[src/rtl/meikyuu_pkg.sv]
// Shared definitions for the meikyuu video path.
//   vga_timing_t  : one complete raster timing set (porches, sync, polarity)
//   VGA_640x480   : 25 MHz-class 640x480@60 timing, active-low syncs
//   VGA_800x600   : 40 MHz-class 800x600@60 timing, active-high syncs
//   DEF_X_W/Y_W   : default coordinate widths (hold H_TOTAL-1 / V_TOTAL-1 for 640x480)
package meikyuu_pkg;

  typedef struct packed {
    int unsigned h_active;
    int unsigned h_fp;
    int unsigned h_sync;
    int unsigned h_bp;
    int unsigned v_active;
    int unsigned v_fp;
    int unsigned v_sync;
    int unsigned v_bp;
    bit          hs_pol;
    bit          vs_pol;
  } vga_timing_t;

  localparam vga_timing_t VGA_640x480 = '{
    h_active: 640, h_fp: 16, h_sync: 96,  h_bp: 48,
    v_active: 480, v_fp: 10, v_sync: 2,   v_bp: 33,
    hs_pol: 1'b0,  vs_pol: 1'b0
  };

  localparam vga_timing_t VGA_800x600 = '{
    h_active: 800, h_fp: 40, h_sync: 128, h_bp: 88,
    v_active: 600, v_fp: 1,  v_sync: 4,   v_bp: 23,
    hs_pol: 1'b1,  vs_pol: 1'b1
  };

  localparam int unsigned DEF_X_W = 10;
  localparam int unsigned DEF_Y_W = 10;

endpackage

[src/rtl/sync_delay.sv]
// Pixel-rate shift register that lines sync/blank up with a pipelined renderer.
//   clk, rst_n : clock and async active-low reset
//   ce         : advance enable (one pulse per pixel)
//   din        : undelayed {hs, vs, blank_n}
//   dout       : din delayed by DEPTH ce pulses; DEPTH=0 is a straight wire
module sync_delay #(
  parameter int unsigned            DEPTH   = 0,
  parameter int unsigned            WIDTH   = 3,
  parameter logic [WIDTH-1:0]       RST_VAL = '0
) (
  input  logic             clk,
  input  logic             rst_n,
  input  logic             ce,
  input  logic [WIDTH-1:0] din,
  output logic [WIDTH-1:0] dout
);

  // At least one stage always exists so the port list stays fully used;
  // for DEPTH=0 the output simply bypasses it.
  localparam int unsigned NST = (DEPTH == 0) ? 1 : DEPTH;

  logic [WIDTH-1:0] stage [NST];

  always_ff @(posedge clk or negedge rst_n) begin
    if (!rst_n) begin
      for (int unsigned i = 0; i < NST; i++) stage[i] <= RST_VAL;
    end else if (ce) begin
      stage[0] <= din;
      for (int unsigned i = 1; i < NST; i++) stage[i] <= stage[i-1];
    end
  end

  assign dout = (DEPTH == 0) ? din : stage[NST-1];

endmodule

[src/rtl/vga_timing_gen.sv]
// Parametrised VGA raster timing generator.
//   CLOCK_50    : system clock          reset_n     : async active-low reset
//   enable      : run timing; low freezes the raster and blanks the DAC
//   pix_ce      : one-CLOCK_50 pulse per pixel
//   x, y        : registered pixel column/row (loaded on pix_ce)
//   active      : x/y inside the visible window (undelayed)
//   line_start  : pix_ce pulse issuing h=0;  frame_start : pix_ce pulse issuing h=0,v=0
//   VGA_HS/VS/BLANK_N : sync/blank delayed by PIPE_LAT pixels
//   VGA_SYNC_N  : tied low            VGA_CLK : divided pixel clock to the DAC
// h_cnt/v_cnt name the pixel issued at the next pix_ce; x/y register it there.
module vga_timing_gen
  import meikyuu_pkg::*;
#(
  parameter int unsigned H_ACTIVE = VGA_640x480.h_active,
  parameter int unsigned H_FP     = VGA_640x480.h_fp,
  parameter int unsigned H_SYNC   = VGA_640x480.h_sync,
  parameter int unsigned H_BP     = VGA_640x480.h_bp,
  parameter int unsigned V_ACTIVE = VGA_640x480.v_active,
  parameter int unsigned V_FP     = VGA_640x480.v_fp,
  parameter int unsigned V_SYNC   = VGA_640x480.v_sync,
  parameter int unsigned V_BP     = VGA_640x480.v_bp,
  parameter bit          HS_POL   = VGA_640x480.hs_pol,
  parameter bit          VS_POL   = VGA_640x480.vs_pol,
  parameter int unsigned CLK_DIV  = 2,
  parameter int unsigned PIPE_LAT = 0,
  parameter int unsigned X_W      = DEF_X_W,
  parameter int unsigned Y_W      = DEF_Y_W
) (
  input  logic           CLOCK_50,
  input  logic           reset_n,
  input  logic           enable,
  output logic           pix_ce,
  output logic [X_W-1:0] x,
  output logic [Y_W-1:0] y,
  output logic           active,
  output logic           line_start,
  output logic           frame_start,
  output logic           VGA_HS,
  output logic           VGA_VS,
  output logic           VGA_BLANK_N,
  output logic           VGA_SYNC_N,
  output logic           VGA_CLK
);

  localparam int unsigned H_TOTAL = H_ACTIVE + H_FP + H_SYNC + H_BP;
  localparam int unsigned V_TOTAL = V_ACTIVE + V_FP + V_SYNC + V_BP;
  localparam int unsigned DIV_W   = $clog2(CLK_DIV);

  localparam logic [DIV_W-1:0] DIV_LAST = DIV_W'(CLK_DIV - 1);
  localparam logic [DIV_W-1:0] DIV_HALF = DIV_W'(CLK_DIV / 2);
  localparam logic [X_W-1:0]   H_LAST   = X_W'(H_TOTAL - 1);
  localparam logic [X_W-1:0]   H_VIS    = X_W'(H_ACTIVE);
  localparam logic [X_W-1:0]   HS_ON    = X_W'(H_ACTIVE + H_FP);
  localparam logic [X_W-1:0]   HS_OFF   = X_W'(H_ACTIVE + H_FP + H_SYNC);
  localparam logic [Y_W-1:0]   V_LAST   = Y_W'(V_TOTAL - 1);
  localparam logic [Y_W-1:0]   V_VIS    = Y_W'(V_ACTIVE);
  localparam logic [Y_W-1:0]   VS_ON    = Y_W'(V_ACTIVE + V_FP);
  localparam logic [Y_W-1:0]   VS_OFF   = Y_W'(V_ACTIVE + V_FP + V_SYNC);

  logic [DIV_W-1:0] div_cnt, div_nxt;
  logic [X_W-1:0]   h_cnt;
  logic [Y_W-1:0]   v_cnt;
  logic             hs_q, vs_q, blank_n_q;
  logic             in_vis;
  logic [2:0]       sync_dly;

  // ---------------- pixel clock divider ----------------
  always_comb begin
    div_nxt = div_cnt;
    if (enable) div_nxt = (div_cnt == DIV_LAST) ? '0 : div_cnt + 1'b1;
  end

  // VGA_CLK is registered from the next count so it always equals
  // (div_cnt >= CLK_DIV/2) for the current div_cnt.
  always_ff @(posedge CLOCK_50 or negedge reset_n) begin
    if (!reset_n) begin
      div_cnt <= '0;
      VGA_CLK <= 1'b0;
    end else begin
      div_cnt <= div_nxt;
      VGA_CLK <= (div_nxt >= DIV_HALF);
    end
  end

  assign pix_ce = enable && (div_cnt == DIV_LAST);

  // ---------------- raster counters ----------------
  always_ff @(posedge CLOCK_50 or negedge reset_n) begin
    if (!reset_n) begin
      h_cnt <= '0;
      v_cnt <= '0;
    end else if (pix_ce) begin
      if (h_cnt == H_LAST) begin
        h_cnt <= '0;
        v_cnt <= (v_cnt == V_LAST) ? '0 : v_cnt + 1'b1;
      end else begin
        h_cnt <= h_cnt + 1'b1;
      end
    end
  end

  assign line_start  = pix_ce && (h_cnt == '0);
  assign frame_start = line_start && (v_cnt == '0);
  assign in_vis      = (h_cnt < H_VIS) && (v_cnt < V_VIS);

  // ---------------- output registers ----------------
  always_ff @(posedge CLOCK_50 or negedge reset_n) begin
    if (!reset_n) begin
      x         <= '0;
      y         <= '0;
      active    <= 1'b0;
      hs_q      <= ~HS_POL;
      vs_q      <= ~VS_POL;
      blank_n_q <= 1'b0;
    end else if (pix_ce) begin
      x         <= h_cnt;
      y         <= v_cnt;
      active    <= in_vis;
      hs_q      <= ((h_cnt >= HS_ON) && (h_cnt < HS_OFF)) ? HS_POL : ~HS_POL;
      vs_q      <= ((v_cnt >= VS_ON) && (v_cnt < VS_OFF)) ? VS_POL : ~VS_POL;
      blank_n_q <= in_vis;
    end
  end

  sync_delay #(
    .DEPTH   (PIPE_LAT),
    .WIDTH   (3),
    .RST_VAL ({~HS_POL, ~VS_POL, 1'b0})
  ) u_sync_delay (
    .clk   (CLOCK_50),
    .rst_n (reset_n),
    .ce    (pix_ce),
    .din   ({hs_q, vs_q, blank_n_q}),
    .dout  (sync_dly)
  );

  // Disabling blanks and releases sync immediately, around the delay line,
  // which keeps its contents for the resume.
  assign VGA_HS      = enable ? sync_dly[2] : ~HS_POL;
  assign VGA_VS      = enable ? sync_dly[1] : ~VS_POL;
  assign VGA_BLANK_N = enable && sync_dly[0];
  assign VGA_SYNC_N  = 1'b0;

endmodule

[config.mk]
export PLATFORM = sky130hd
export DESIGN_NAME = vga_timing_gen
export DESIGN_NICKNAME = d
export VERILOG_FILES = /design/src/rtl/meikyuu_pkg.sv /design/src/rtl/sync_delay.sv /design/src/rtl/vga_timing_gen.sv
export SDC_FILE = /design/constraint.sdc
export NUM_CORES = 1
export LEC_CHECK = 0
export BUFFER_PORTS_ARGS = -buffer_cell sky130_fd_sc_hd__buf_2
export CAP_MARGIN = 20
export CELL_PAD_IN_SITES_DETAIL_PLACEMENT = 0
export CELL_PAD_IN_SITES_GLOBAL_PLACEMENT = 2
export CORE_ASPECT_RATIO = 1.5
export CORE_UTILIZATION = 32
export DETAILED_ROUTE_END_ITERATION = 10
export MAX_ROUTING_LAYER = met4
export PLACE_DENSITY_LB_ADDON = 0.05
export SLEW_MARGIN = 30
export SYNTH_ARGS = -nofsm -noshare
export SYNTH_HDL_FRONTEND = slang
export SYNTH_HIERARCHICAL = 1
export SYNTH_SLANG_ARGS = --single-unit
[constraint.sdc]
create_clock -name CLOCK_50 -period 4.45 [get_ports CLOCK_50]
set_input_delay 0.2225 -clock CLOCK_50 [delete_from_list [all_inputs] [get_ports CLOCK_50]]
set_output_delay 0.2225 -clock CLOCK_50 [all_outputs]
set_load 0.01 [all_outputs]
==> reports/qor.yml <==
yosys:
  synth-seq-cells: 44
  mappedNetlistNets: 192
  syn_avg_cell_area_um2: 11.83
  mappedNetlistArea_um2: 2177
  synth_edf_count: 0
  synthFlopType: "dfrtp_1"
  ys_warn_count: 6
  ys_types: 49
  ys_seq_area_share_pct: 50.69
  async_flop_share_pct: 100.0
  syn_inst: 184
global_routing:
  antenna_found_initial: 0
  gr-total-overflow: 0
  grt_start_max_net_pins: 45
  grt_use_total_pct: 14.81
  grt_pass1_vias: 1502
  grt_pass1_wl_mm: 7.859
die:
  dieArea_um2: 7144
  coreArea_um2: 6531
  die_w_um: 69.35
  start_util_pct: 33.33
  row_count: 36
  die_y_um: 103.0
  io_pins: 32
hold_path:
  hp-class: "in -> reg"
setup_path:
  crit_path_max_fanout: 37
  required_ps: 4230
  slowest_stage: "buf_4"
  slowest_delay_ps: 370
  worstPathArrival_ps: 2040
  critPathKind: "reg -> out"
  crit_chain: "ha_1 -> buf_4 -> nor4b_1 -> and4b_1 -> and4_1 -> buf_2"
  end_kind: "primary output"
  cp-start-kind: "flip-flop"
cells_and_area:
  multi_input_comb_area_um2: 939.7
  final_util_pct: 37.28
  nFillCells: 657
  nets: 217
  drive_gt1_share_pct: 34.29
  antennaDiodeCount: 0
  ff_latch_area_um2: 1104
  fin_cells: 286
  area_growth_pct: 11.84
job:
  drv_cap: 0
power:
  vdd_drop_max_uv: 247.6
  fin_total_pwr_uw: 1009
  power_leakage_uw: 0.001181
  power_density_nw_per_um2: 414.5
drt:
  wl_mm: 4.644
  drt_iter0_markers: 66
  postRouteAntennaNets: 0
  wl_per_cell_um: 16.24
  drcViolationCount: 0
  drt_first_pass_iters: 4
  vias: 1497
  vias_per_cell: 5.234
sta:
  fin_crit_sh_pct: 50.92
  max_freq_ghz: 0.4413
  period_needed_ps: 2266
  slew_violations: 0
  fin_setup_tns_ps: 0
  finalHoldViolCount: 0
  rsz0062_at_grt: "no"
  setup_viol: 0
  tightest_slew_ps: 577.0
  relSlewSlack_pct: 61.54
  hold_slack_ps: 198.9
  clock_skew_ps: 6.358
placed_design:
  hpwl_mm: 3.248
  dp.cells: 277
  gp_congestion: 0.7685
  io_buffers: 30
clock_tree:
  cts_tree: "built"
  clk_path_buf_depth: 2
  cts_made_buffers: 5
  postCtsSetupBuffers: 0
  htreeDepth: 2
  clock_latency_ps: 290
  cts.sinks: 44
  cts.clk_slew.worst_paths_ps: 80
  cts_root_buffer: "clkbuf_8"
status:
  outcome: "complete, no violations"
==> state kept, by name, summed over array words and instances, names as in the netlist <==
signal	cells
VGA_CLK	1
h_cnt	10
x	10
hs_q	1
v_cnt	10
active	1
y	10
vs_q	1
==> path summary, 6_finish.rpt <==
kind,slack [ps],endpoint,cells after the start,start
worst max register to register,2280,v_cnt[4]$_DFFE_PN0P_,6,VGA_CLK$_DFF_PN0_
worst max-delay path,2180,frame_start,6,VGA_CLK$_DFF_PN0_
min in group asynchronous,460,v_cnt[2]$_DFFE_PN0P_,2,reset_n
worst min register to register,500,vs_q$_DFFE_PN1P_,2,vs_q$_DFFE_PN1P_
max in group asynchronous,3580,vs_q$_DFFE_PN1P_,2,reset_n
worst min-delay path,200,VGA_CLK$_DFF_PN0_,2,enable
==> area by class of cell <==
class | count | area share [%]
clock buffer | 6 | 2.980
clock inverter | 2 | 1.439
inverter | 5 | 0.7708
multi-input combinational | 121 | 38.59
sequential | 44 | 45.32
tap | 76 | 3.905
timing repair buffer | 32 | 6.989
==> metrics by stage <==
step / cell area, um2 / setup slack (ps)
4_1_cts: 2435 / 2161
2_1_floorplan: 2177 / 2754
6_report: 2435 / 2184
5_1_grt: 2435 / 2013
3_5_place_dp: 2317 / 2264
3_3_place_gp: 2315 / 2315
==> layout by cell type (no fill, tap or decap), types with 3 or more instances in the layout <==
| cell type | n |
|---|---|
| xnor2_1 | 4 |
| nand2b_1 | 3 |
| mux2_2 | 21 |
| ha_1 | 5 |
| o21ai_0 | 6 |
| and3_2 | 3 |
| nor2_1 | 7 |
| buf_2 | 29 |
| inv_1 | 5 |
| nand3_1 | 6 |
| clkbuf_8 | 5 |
| nand4_1 | 3 |
| nor3_1 | 4 |
| a21oi_1 | 3 |
| a31oi_1 | 3 |
| nor4_1 | 4 |
| a21o_1 | 3 |
| xor2_1 | 4 |
| nand2_1 | 9 |
| dfrtp_1 | 42 |
| and3_1 | 4 |
==> power by group <==
group	total (uW)	internal, uW	leakage, uW	switching, uW
Combinational	205	97.8	0.000568	107
Clock	300	167	0.0000552	133
Sequential	504	451	0.000558	53.6
Total	1010	715	0.00118	294
==> per-layer routing <==
layer	global-route usage [%]	vias to the layer above	wire length [um]
li1	-	706	-
met2	26.06	28	2563
met1	16.37	755	1839
met5	-	-	0
met4	6.279	0	101
met3	2.933	8	140
==> worst max-delay path: cells and delay by family, from the launching register on <==
kind / cells / cell delay, ps
fa+ha+maj: 1 / 140
flops: 1 / 360
buf+inv: 2 / 500
simple gates: 3 / 750
==> synthesized netlist by cell type (4+ instances only) <==
library cell,instances,share of area [%]
nand3_1,6,1.4
ha_1,5,2.9
buf_4,4,1.4
nand2_1,9,1.6
clkbuf_1,5,0.86
nor4_1,4,1.1
xnor2_1,4,1.6
mux2_2,21,11
dfrtp_1,42,48
and3_1,4,1.1
nor2_1,7,1.2
inv_1,5,0.86
xor2_1,4,1.6
o21ai_0,6,1.4
nor3_1,4,0.92
clkbuf_8,4,2.5
==> cell families after synthesis <==
kind of cell | count (synthesis) | synth area share [%]
simple gates | 62 | 18.56
mux | 22 | 11.32
xor+xnor | 8 | 3.218
buf+inv | 19 | 6.149
flops | 44 | 50.69
other cells | 1 | 0.1722
fa+ha+maj | 5 | 2.874
compound gates | 23 | 7.012
==> what timing repair did <==
action | 4_1_cts | 5_1_grt
hold buffers | 1 | 0
endpoints found under the setup margin | 0 | 0
resized for setup | 0 | 0
endpoints found under the hold margin | 42 | 0
No activity file was read; power rests on OpenSTA's default activity.
